--- src/rtl/mem_arbiter.sv ---
// mem_arbiter: two-port (fetch/data) arbiter for a single-ported memory with wait states and fetch anti-starvation
module mem_arbiter #(
    parameter int unsigned WAIT_STATES = 0,
    parameter int unsigned DATA_BURST  = 3
) (
    input  logic       clk,
    input  logic       rst,
    input  logic       req_f,
    input  logic [7:0] addr_f,
    input  logic       req_d,
    input  logic       we_d,
    input  logic [7:0] addr_d,
    input  logic [7:0] wdata_d,
    output logic       gnt_f,
    output logic       gnt_d,
    output logic       done_f,
    output logic       done_d,
    output logic [7:0] rdata,
    output logic       mem_en,
    output logic       mem_we,
    output logic [7:0] mem_addr,
    output logic [7:0] mem_wdata,
    input  logic [7:0] mem_rdata
);
    typedef enum logic [1:0] {IDLE, ACCESS, DONE} state_t;
    state_t     state;
    logic [3:0] wcnt;
    logic [3:0] starve_cnt;
    logic       owner_d;
    logic       we_l;
    logic       arb;
    logic       data_win;
    // arbitration is possible outside ACCESS; data wins unless fetch has waited DATA_BURST grants
    always_comb begin
        arb      = (state != ACCESS) && (req_f || req_d);
        data_win = req_d && !(req_f && starve_cnt == 4'(DATA_BURST));
    end
    // single FSM with registered outputs: IDLE/DONE arbitrate, ACCESS counts wait states
    always_ff @(posedge clk) begin
        if (rst) begin
            state      <= IDLE;
            wcnt       <= 4'd0;
            starve_cnt <= 4'd0;
            owner_d    <= 1'b0;
            we_l       <= 1'b0;
            gnt_f      <= 1'b0;
            gnt_d      <= 1'b0;
            done_f     <= 1'b0;
            done_d     <= 1'b0;
            rdata      <= 8'h00;
            mem_en     <= 1'b0;
            mem_we     <= 1'b0;
            mem_addr   <= 8'h00;
            mem_wdata  <= 8'h00;
        end else begin
            gnt_f  <= 1'b0;
            gnt_d  <= 1'b0;
            done_f <= 1'b0;
            done_d <= 1'b0;
            case (state)
                ACCESS: begin
                    if (wcnt != 4'd0) begin
                        wcnt <= wcnt - 4'd1;
                    end else begin
                        state  <= DONE;
                        mem_en <= 1'b0;
                        mem_we <= 1'b0;
                        done_f <= !owner_d;
                        done_d <= owner_d;
                        if (!we_l) rdata <= mem_rdata;
                    end
                end
                default: begin
                    if (arb) begin
                        state      <= ACCESS;
                        wcnt       <= 4'(WAIT_STATES);
                        owner_d    <= data_win;
                        we_l       <= data_win && we_d;
                        gnt_d      <= data_win;
                        gnt_f      <= !data_win;
                        mem_en     <= 1'b1;
                        mem_we     <= data_win && we_d;
                        mem_addr   <= data_win ? addr_d : addr_f;
                        mem_wdata  <= data_win ? wdata_d : 8'h00;
                        starve_cnt <= (data_win && req_f) ? starve_cnt + 4'd1 : 4'd0;
                    end else begin
                        state  <= IDLE;
                        mem_en <= 1'b0;
                        mem_we <= 1'b0;
                    end
                end
            endcase
        end
    end
endmodule
--- config.mk ---
export PLATFORM = sky130hd
export DESIGN_NAME = mem_arbiter
export DESIGN_NICKNAME = d
export VERILOG_FILES = /design/src/rtl/mem_arbiter.sv
export SDC_FILE = /design/constraint.sdc
export NUM_CORES = 1
export LEC_CHECK = 0
export BUFFER_PORTS_ARGS = -buffer_cell sky130_fd_sc_hd__buf_2
export CAP_MARGIN = 10
export CORE_MARGIN = 1.5
export CORE_UTILIZATION = 42
export DETAILED_ROUTE_END_ITERATION = 12
export GPL_ROUTABILITY_DRIVEN = 0
export GPL_TIMING_DRIVEN = 0
export PLACE_DENSITY = 0.74
export SETUP_SLACK_MARGIN = 0.2
export SYNTH_ARGS = -nofsm -noshare
export SYNTH_HDL_FRONTEND = slang
export SYNTH_SLANG_ARGS = --single-unit
export TNS_END_PERCENT = 100
--- constraint.sdc ---
create_clock -name clk -period 1.7 [get_ports clk]
set_clock_uncertainty 0.05 [all_clocks]
set_input_delay 0.17 -clock clk [delete_from_list [all_inputs] [get_ports clk]]
set_output_delay 0.17 -clock clk [all_outputs]
set_load 0.05 [all_outputs]
# ---- Word-level counts from Yosys, hierarchy flattened
# Cells that the tools add are included.
dict set report word_totals {
  reg_bits 42
  out_inout_bits 30
  wordCells 55
}
dict set report classes {
  mux 14
  add_sub_neg 2
  n_bitwise 4
  n_eq_ne 5
  n_reduce_logical 16
}
# op n
set ops {}
lappend ops {{$mux 4} 4}
lappend ops {{$mux 8} 2}
lappend ops {{$mux 1} 6}
lappend ops {{$reduce_or 3->1} 2}
lappend ops {{$logic_and 1x1->1} 5}
lappend ops {{$add 4x1->4 const B} 1}
lappend ops {{$eq 4x2->1 const B} 1}
lappend ops {{$mux 2} 2}
lappend ops {{$ne 2x2->1 const B} 2}
lappend ops {{$not 1->1} 4}
lappend ops {{$reduce_and 2->1} 2}
lappend ops {{$reduce_bool 4->1} 1}
lappend ops {{$sub 4x1->4 const B} 1}
lappend ops {{$logic_not 1->1} 3}
lappend ops {{$reduce_and 3->1} 1}
lappend ops {{$eq 2x1->1 const B} 1}
lappend ops {{$ne 2x1->1 const B} 1}
lappend ops {{$reduce_bool 2->1} 1}
lappend ops {{$logic_or 1x1->1} 1}

# ---- Longest topological paths before layout
# Gate-level depths: netlist (run 1).
dict set report depth {
  depth_word 7
  depth_mapped 7
  mapped_depth_nobuf 6
}

# ---- Least setup slack after synthesis (run 1)
# Ideal clock, no wire load.
dict set report synth_timing {
  path_type {reg2reg}
  start {register state[0]}
  end {register rdata[0]}
  stages_incl_launch_ff 5
  n_path_buf 0
  setup_slack_ps -152
  required_time_ps 1522
  t_arrival_ps 1674
  setup_time_ps 128
  path_cell_list {dfxtp_1 -> nand2b_1 -> nor4_4 -> mux2i_1 -> nor2_1}
}
dict set report synth_between {
  elab_chain_len 2
}
# item line_no
set synth_lines {}
lappend synth_lines {{start, declared} 26} ;# state_t state;
lappend synth_lines {{start signal, assigned} 41} ;# state <= IDLE;
lappend synth_lines {{start signal, assigned} 65} ;# state <= DONE;
lappend synth_lines {{start signal, assigned} 75} ;# state <= ACCESS;
lappend synth_lines {{$eq 2x1->1} 60} ;# case (state)
lappend synth_lines {{$reduce_and 3->1 (no line)} n/a}
lappend synth_lines {{end signal, assigned} 70} ;# if (!we_l) rdata <= mem_rdata;
lappend synth_lines {{end, declared} 18} ;# output logic [7:0] rdata,
# No other way between the ends.
# A chain may end at the register's enable or synchronous reset.

# ---- Final worst setup path (run 1)
dict set report layout_timing {
  start {register starve_cnt[0]}
  end {register starve_cnt[3]}
}
dict set report layout_between {
  elab_chain_len 6
}
# item line_no
set layout_lines {}
lappend layout_lines {{start, declared} 28} ;# logic [3:0] starve_cnt;
lappend layout_lines {{start signal, assigned} 85} ;# starve_cnt <= (data_win && req_f) ? starve_cnt + 4'd1 : 4'd0;
lappend layout_lines {{$eq 4x2->1} 36} ;# data_win = req_d && !(req_f && starve_cnt == 4'(DATA_BURST));
lappend layout_lines {{$logic_and 1x1->1} 36}
lappend layout_lines {{$logic_not 1->1} 36}
lappend layout_lines {{$logic_and 1x1->1} 36}
lappend layout_lines {{$logic_and 1x1->1} 85}
lappend layout_lines {{$mux 4 (*)} 85}
# Every way passes the cells marked *; elsewhere a longest branch is shown, timed or not.

==> results of run 1 <==
## sequential cells by signal, summed over array words and instances, names as in the netlist
signal and cells:
mem_addr 8, mem_wdata 8, rdata 8, starve_cnt 4
wcnt 4, state 2, done_d 1, done_f 1
gnt_d 1, gnt_f 1, mem_we 1, owner_d 1
we_l 1
## cells by family after synthesis
family                   after synthesis  share of synthesized area, %
AO/OA/AOI/OAI                         40                          14.0
adder cells (fa/ha/maj)                2                          1.54
buffers and inverters                 14                          3.62
flip-flops                            41                          50.5
multiplexers                           8                          4.93
AND/OR/NAND/NOR                       83                          25.4
## power by group through the flow
stage	logic, mW	clock network [mW]	registers, mW
CTS	0.499	0.610	1.05
global placement	0.467	0	1.07
detailed placement	0.472	0	1.07
global route	0.555	0.665	1.05
floorplan	0.162	0	1.25
finish	0.518	0.601	1.05
## worst max-delay path by stage
stage	start	to	slack, ps	cells past startpoint
4_1_cts	starve_cnt[0]$_SDFFE_PP0P_	starve_cnt[2]$_SDFFE_PP0P_	120	5
5_1_grt	starve_cnt[0]$_SDFFE_PP0P_	starve_cnt[3]$_SDFFE_PP0P_	3	5
6_report	starve_cnt[0]$_SDFFE_PP0P_	starve_cnt[3]$_SDFFE_PP0P_	50	5
3_5_place_dp	wcnt[0]$_SDFFE_PP0P_	rdata[0]$_SDFFE_PP0P_	-50	6
3_3_place_gp	wcnt[0]$_SDFFE_PP0P_	rdata[3]$_SDFFE_PP0P_	0.1	6
2_1_floorplan	state[0]$_SDFFE_PP0P_	rdata[0]$_SDFFE_PP0P_	140	4
## per-layer routing
| metal | part of all wire, % | track usage, % | vias to the layer above |
|---|---|---|---|
| met2 | 46 | 33.5 | 57 |
| met5 | 0 | 0 | - |
| met4 | 2.0 | 9.38 | 0 |
| met1 | 44 | 23.9 | 737 |
| li1 | - | - | 820 |
| met3 | 7.2 | 5.48 | 7 |
## repair_timing
action,4_1_cts,5_1_grt
pin swaps,2,7
resized for setup,14,24
hold endpoints to repair,0,0
buffers inserted,6,1
endpoints found under the setup margin,31,35
gates cloned,2,0
## metrics by stage
| stage | power [mW] | TNS (ps) | instance area [sq um] |
|---|---|---|---|
| floorplan | 1.41 | 0 | 1680 |
| global placement | 1.54 | 0 | 2070 |
| detailed placement | 1.54 | -161 | 2070 |
| CTS | 2.16 | 0 | 2270 |
| global route | 2.27 | 0 | 2350 |
| finish | 2.17 | 0 | 2350 |
## layout by cell type, fill, tap and decap left out, drive strengths merged
cell    count
dfxtp      41
nor2       21
o211ai      1
nand3b      1
o31ai       1
nor4bb      1
or3         3
clkinv      2
o21ai       3
or2         2
a21oi      25
nand2b      4
nand3      16
mux2i       8
nor3b       1
clkbuf     15
nor4        3
a211oi      8
or3b        1
nor2b       4
inv         2
buf        78
nor3        2
and2        1
a31oi       2
nand2      23
ha          2
## worst max-delay path, delay by kind of cell, from the launching register on
kind                     cells  cell delay, ps
flip-flops                   1             350
AND/OR/NAND/NOR              3             850
adder cells (fa/ha/maj)      1             160
AO/OA/AOI/OAI                1             160
## layout make-up
cell class,instances,area [sq um]
clock inverter,2,10.0
buffer,12,83.8
fill,340,1340
inverter,2,7.51
sequential,41,833
multi-input combinational,133,867
timing repair buffer,75,414
clock buffer,6,72.6
tap,48,60.1
==> summary.md, run 1 <==
| Metric | Value |
|---|---|
| Hold Path End | mem_addr[1]$_SDFFE_PP0P_ |
| Die Wd | 65.2 um |
| FF-to-FF End | starve_cnt[3]$_SDFFE_PP0P_ |
| Fin Hold WS | 60.8 ps |
| Core area | 3690 sq um |
| P_leak | 1.04 nW |
| Status | finished, final reports clean |
| Clk root buf | clkbuf_8 |
| Pwr dens | 922 nW/um^2 |
| DR vias/cell | 5.08 |
| Worst Max-Slew Pin Slew | 498 ps |
| Post-DP HPWL | 2650 um |
| Synthesized area | 1630 sq um |
| Total number of yosys warnings | 0 |
| Syn Nets | 227 |
| Total CTS buffers | 5 |
| Most frequent cells after synthesis | dfxtp_1 (41), a21oi_1 (25), nand2_1 (23) |
| Clock Latency Late Sink | 290 ps |
| Logic pwr share | 23.9% |
| R2r setup slk | 50 ps |
| Clock share of power | 27.7% |
| RSZ-0062 raised after global routing | yes |
| Remaining antenna violation count after routing | 0 |
| Hold Crit Start | addr_f[1] |
| CTS tree | yes |
| Sw frac | 32.0% |
| Worst-case reg-to-reg path depth | 5 |
| Initial antenna violation count | 0 |
| CP max-delay cell | or3_1 |
| Die H | 65.2 um |
| Dpl ws | -45.3 ps |
| FMAX | 605 MHz |
| Hold Vio Cnt, Final | 0 |
| Max cap viols | 0 |
| CP required | 1870 ps |
| Area Growth Syn to Fin | 44.5% |
| Initial Utilization | 44.1% |
| Post-Synthesis Cells | 188 |
| DR vias | 1,621 |
| Port buffer count | 66 |
| Die area | 4250 sq um |
| CP arrival | 1820 ps |
| Row cnt | 22 |
| Unique masters post-synth | 28 |
| First-pass GRT wire length | 6590 um |
| Hold Path Depth | 3 |
| Pint | 1.47 mW |
| Placed Cells | 302 |
| Largest net degree at the start of global routing | 13 |
| Clock Sinks | 41 |
| Vias in the first global route | 1,563 |
| #FFs+latches synth | 41 |
| Final slew viol count | 0 |
| Routed wire length | 3960 um |
| Final period util | 97.2% |
| Final setup viols | 0 |
| Reg2reg start | starve_cnt[0]$_SDFFE_PP0P_ |
| Fraction of registers with async set/reset | 0% |
| Final Core Density | 63.7% |
| IO Count | 67 |
| CP Cell Sequence | ha_4 > nor3b_4 > or3_4 > or3_1 > a31oi_1 |
| # hold bufs at CTS | 0 |
| Hold Crit Class | input port to register |
| Antenna cells | 0 |
| Kind of critical path | register to register |
| Clk buf depth | 2 |
| Drt initial violations | 47 |
| Gr usage total | 20.1% |
| Critical Path Max Stage Delay | 360 ps |
| Slew headroom | 66.8% |
| EDFF count, synth | 0 |
| Clock transition at path regs | 70 ps |
| Avg Synthesized Cell Area | 8.65 sq um |
| Area fraction of the dominant cell type after synthesis | 50.5% |
| Share of cells above drive strength 1 | 43.9% |
| Final non-filler cell total | 319 |
| # DRC | 0 |
| DRT Pass-1 Iters | 4 |
| Post-synth top area cell | dfxtp_1 |
| Share of power burned in registers | 48.4% |
| Final setup margin | 48.3 ps |
| Final net count | 309 |
| CP Capture Type | register |
| Routed len/inst | 12.4 um |
| Most frequent cell after synthesis | dfxtp_1 |
| Fin crit period | 1650 ps |
| CP Launch Type | register |
| Seq/Total Area, Yosys | 50.5% |
| VDD IR-drop max | 0.657 mV |
| H-tree depth | 2 |
| Total congestion overflow | 0 |
| Main flop type after synthesis | dfxtp_1 |
| Worst-path fanout max | 3 |
| Psw | 0.692 mW |
| Synth area leaders | dfxtp_1 (51%), a21oi_1 (7.7%), nand2_1 (5.3%), mux2i_1 (4.9%), nand3_1 (4.9%) |
Power figures use the tool's default switching activity.
==> run 2, diff against run 1 <==
CORE_UTILIZATION = 40   (was 42)
PLACE_DENSITY = 0.71   (was 0.74)
==> run 2 against run 1 <==
Compared with the run above: final area is 2.8% higher; via count fell by 2.9%; global-route usage shrank 2.1 points; utilization grew 0.33 points; non-clock buffer count increased by 2; sequential cell count unchanged; worst setup slack gained 54 ps; critical path type unchanged; highest routed layer unchanged.
==> summary.md, run 2 (same netlist as run 1, synthesis figures left out) <==
| Metric | Value |
|---|---|
| Status | finished, final reports clean (unchanged) |
| Clk root buf | clkbuf_8 (unchanged) |
| GRT met3 Usage | 6.76% (was 5.48%) |
| Port buffer count | 66 (unchanged) |
| First-pass GRT wire length | 6120 um (was 6590 um) |
| Initial antenna violation count | 0 (unchanged) |
| Antenna cells | 0 (unchanged) |
| GR Layer Usage met2 | 28.6% (was 33.5%) |
| Clk buf depth | 2 (unchanged) |
| Fin Hold WS | 64.3 ps (was 60.8 ps) |
| Final setup margin | 102 ps (was 48.3 ps) |
| DRT Pass-1 Iters | 4 (unchanged) |
| Clock Latency Late Sink | 290 ps (about the same) |
| FMAX | 626 MHz (was 605 MHz) |
| Clock transition at path regs | 70 ps (about the same) |
| DR vias | 1,574 (was 1,621) |
| CTS tree | yes (unchanged) |
| Clock Sinks | 41 (unchanged) |
| Worst-path fanout max | 3 (unchanged) |
| Post-DP HPWL | 2620 um (was 2650 um) |
| CP required | 1870 ps (about the same) |
| Remaining antenna violation count after routing | 0 (unchanged) |
| Fin area | 2410 sq um (was 2350 sq um) |
| Area Growth Syn to Fin | 48.5% (was 44.5%) |
| Share of cells above drive strength 1 | 44.3% (was 43.9%) |
| Fin crit period | 1600 ps (was 1650 ps) |
| Row cnt | 22 (unchanged) |
| Gr usage total | 18.0% (was 20.1%) |
| DR vias/cell | 4.90 (was 5.08) |
| Vias in the first global route | 1,415 (was 1,563) |
| Die Wd | 66.7 um (was 65.2 um) |
| Final net count | 311 (was 309) |
| Dpl ws | -46.9 ps (was -45.3 ps) |
| Kind of critical path | register to register (unchanged) |
| Placed Cells | 302 (unchanged) |
| Fin Setup TNS | 0 ps (unchanged) |
| Die area | 4450 sq um (was 4250 sq um) |
| Hold Crit Class | input port to register (unchanged) |
| Most congested layer reported by global routing | met2 (unchanged) |
| Critical Path Max Stage Delay | 360 ps (about the same) |
| Final period util | 94.0% (was 97.2%) |
| Tot Pwr | 2.21 mW (was 2.17 mW) |
| CP Capture Type | register (unchanged) |
| Regs by FF count | mem_addr: 8 flops, mem_wdata: 8 flops, rdata: 8 flops (unchanged) |
| VDD IR-drop max | 0.488 mV (was 0.657 mV) |
| Commonest non-fill, non-tap cell in the layout | buf_2 (unchanged) |
| Placed cell areas | 2070 sq um (unchanged) |
| Hold Vio Cnt, Final | 0 (unchanged) |
| Final setup viols | 0 (unchanged) |
| H-tree depth | 2 (unchanged) |
| Fill cells | 323 (was 340) |
| Total CTS buffers | 5 (unchanged) |
| Top delay family on crit path | simple AND/OR/NAND/NOR gates (unchanged) |
| CP arrival | 1770 ps (was 1820 ps) |
| Drt initial violations | 31 (was 47) |
| Max cap viols | 0 (unchanged) |
| CP Cell Sequence | ha_4 > nor3b_4 > or3_4 > or3b_1 > a21oi_1 (was ha_4 > nor3b_4 > or3_4 > or3_1 > a31oi_1) |
| Final slew viol count | 0 (unchanged) |
| # hold bufs at CTS | 0 (unchanged) |
| Routed len/inst | 11.9 um (was 12.4 um) |
| CP Buf/Inv Count | 0 (unchanged) |
| Initial Utilization | 43.1% (was 44.1%) |
| Die H | 66.7 um (was 65.2 um) |
| CP max-delay cell | dfxtp_4 (was or3_1) |
| RSZ-0062 raised after global routing | yes (unchanged) |
| P_leak | 1.05 nW (was 1.04 nW) |
| Slew headroom | 59.4% (was 66.8%) |
| Worst Max-Slew Pin Slew | 609 ps (was 498 ps) |
| Routing usage on met1 | 23.2% (was 23.9%) |
| Core area | 3770 sq um (was 3690 sq um) |
| CP Launch Type | register (unchanged) |
| IO Count | 67 (unchanged) |
| # DRC | 0 (unchanged) |
| Total congestion overflow | 0 (unchanged) |
| Routed wire length | 3820 um (was 3960 um) |
| Most frequent cells in the layout | buf_2 (66), dfxtp_1 (36), nand2_1 (23) (was buf_2 (66), dfxtp_1 (35), nand2_1 (23), a21oi_1 (23), nor2_1 (20)) |
| Pwr dens | 915 nW/um^2 (was 922 nW/um^2) |
| Final Core Density | 64.0% (was 63.7%) |
| Final non-filler cell total | 321 (was 319) |
| Largest net degree at the start of global routing | 13 (unchanged) |
run 2: changes by cell type in the layout (fill, tap and decap cells not counted), sizes merged:
cell,before,now
buf,78,79
clkbuf,15,18
clkinv,2,0
run 2: per-layer routing:
metal / wire length [um] / up-vias
met5: 0 / -
met4: 7 / 0
met3: 287 / 2
met2: 1670 / 55
met1: 1850 / 695
li1: - / 822
run 2: path summary, 6_finish.rpt:
kind / startpoint / end / slack, ps / cells past startpoint
setup / recovery: starve_cnt[1]$_SDFFE_PP0P_ / starve_cnt[2]$_SDFFE_PP0P_ / 100 / 5
setup reg to reg: starve_cnt[1]$_SDFFE_PP0P_ / starve_cnt[2]$_SDFFE_PP0P_ / 100 / 5
hold reg to reg: owner_d$_SDFFE_PP0P_ / done_f$_SDFF_PP0_ / 400 / 1
hold / removal: rst / state[1]$_SDFFE_PP0P_ / 60 / 2
run 2: where the power goes:
group	total [mW]	internal, mW	switching, mW
combinational	0.523	0.176	0.347
sequential	1.05	1.02	0.0297
clock	0.640	0.331	0.309
run 2: area by class of cell:
| type | instances | area [sq um] | share of cell area, % |
|---|---|---|---|
| buffer | 12 | 85.1 | 3.53 |
| sequential | 41 | 835 | 34.6 |
| clock buffer | 8 | 90.1 | 3.73 |
| timing repair buffer | 77 | 443 | 18.4 |
| multi-input combinational | 133 | 893 | 37.0 |
| tap | 48 | 60.1 | 2.49 |
| inverter | 2 | 7.51 | 0.311 |
run 2: worst reg2reg max path, cell delays in order, from the launching register on:
cell,delay (ps)
dfxtp_4,360
ha_4,160
nor3b_4,140
or3_4,340
or3b_1,360
a21oi_1,120
run 2: repair_timing:
action,in CTS,in global routing
resized for setup,10,32
setup endpoints to repair,29,36
pin swaps,2,9
hold endpoints to repair,0,0
cloned,0,2
buffers inserted,8,1
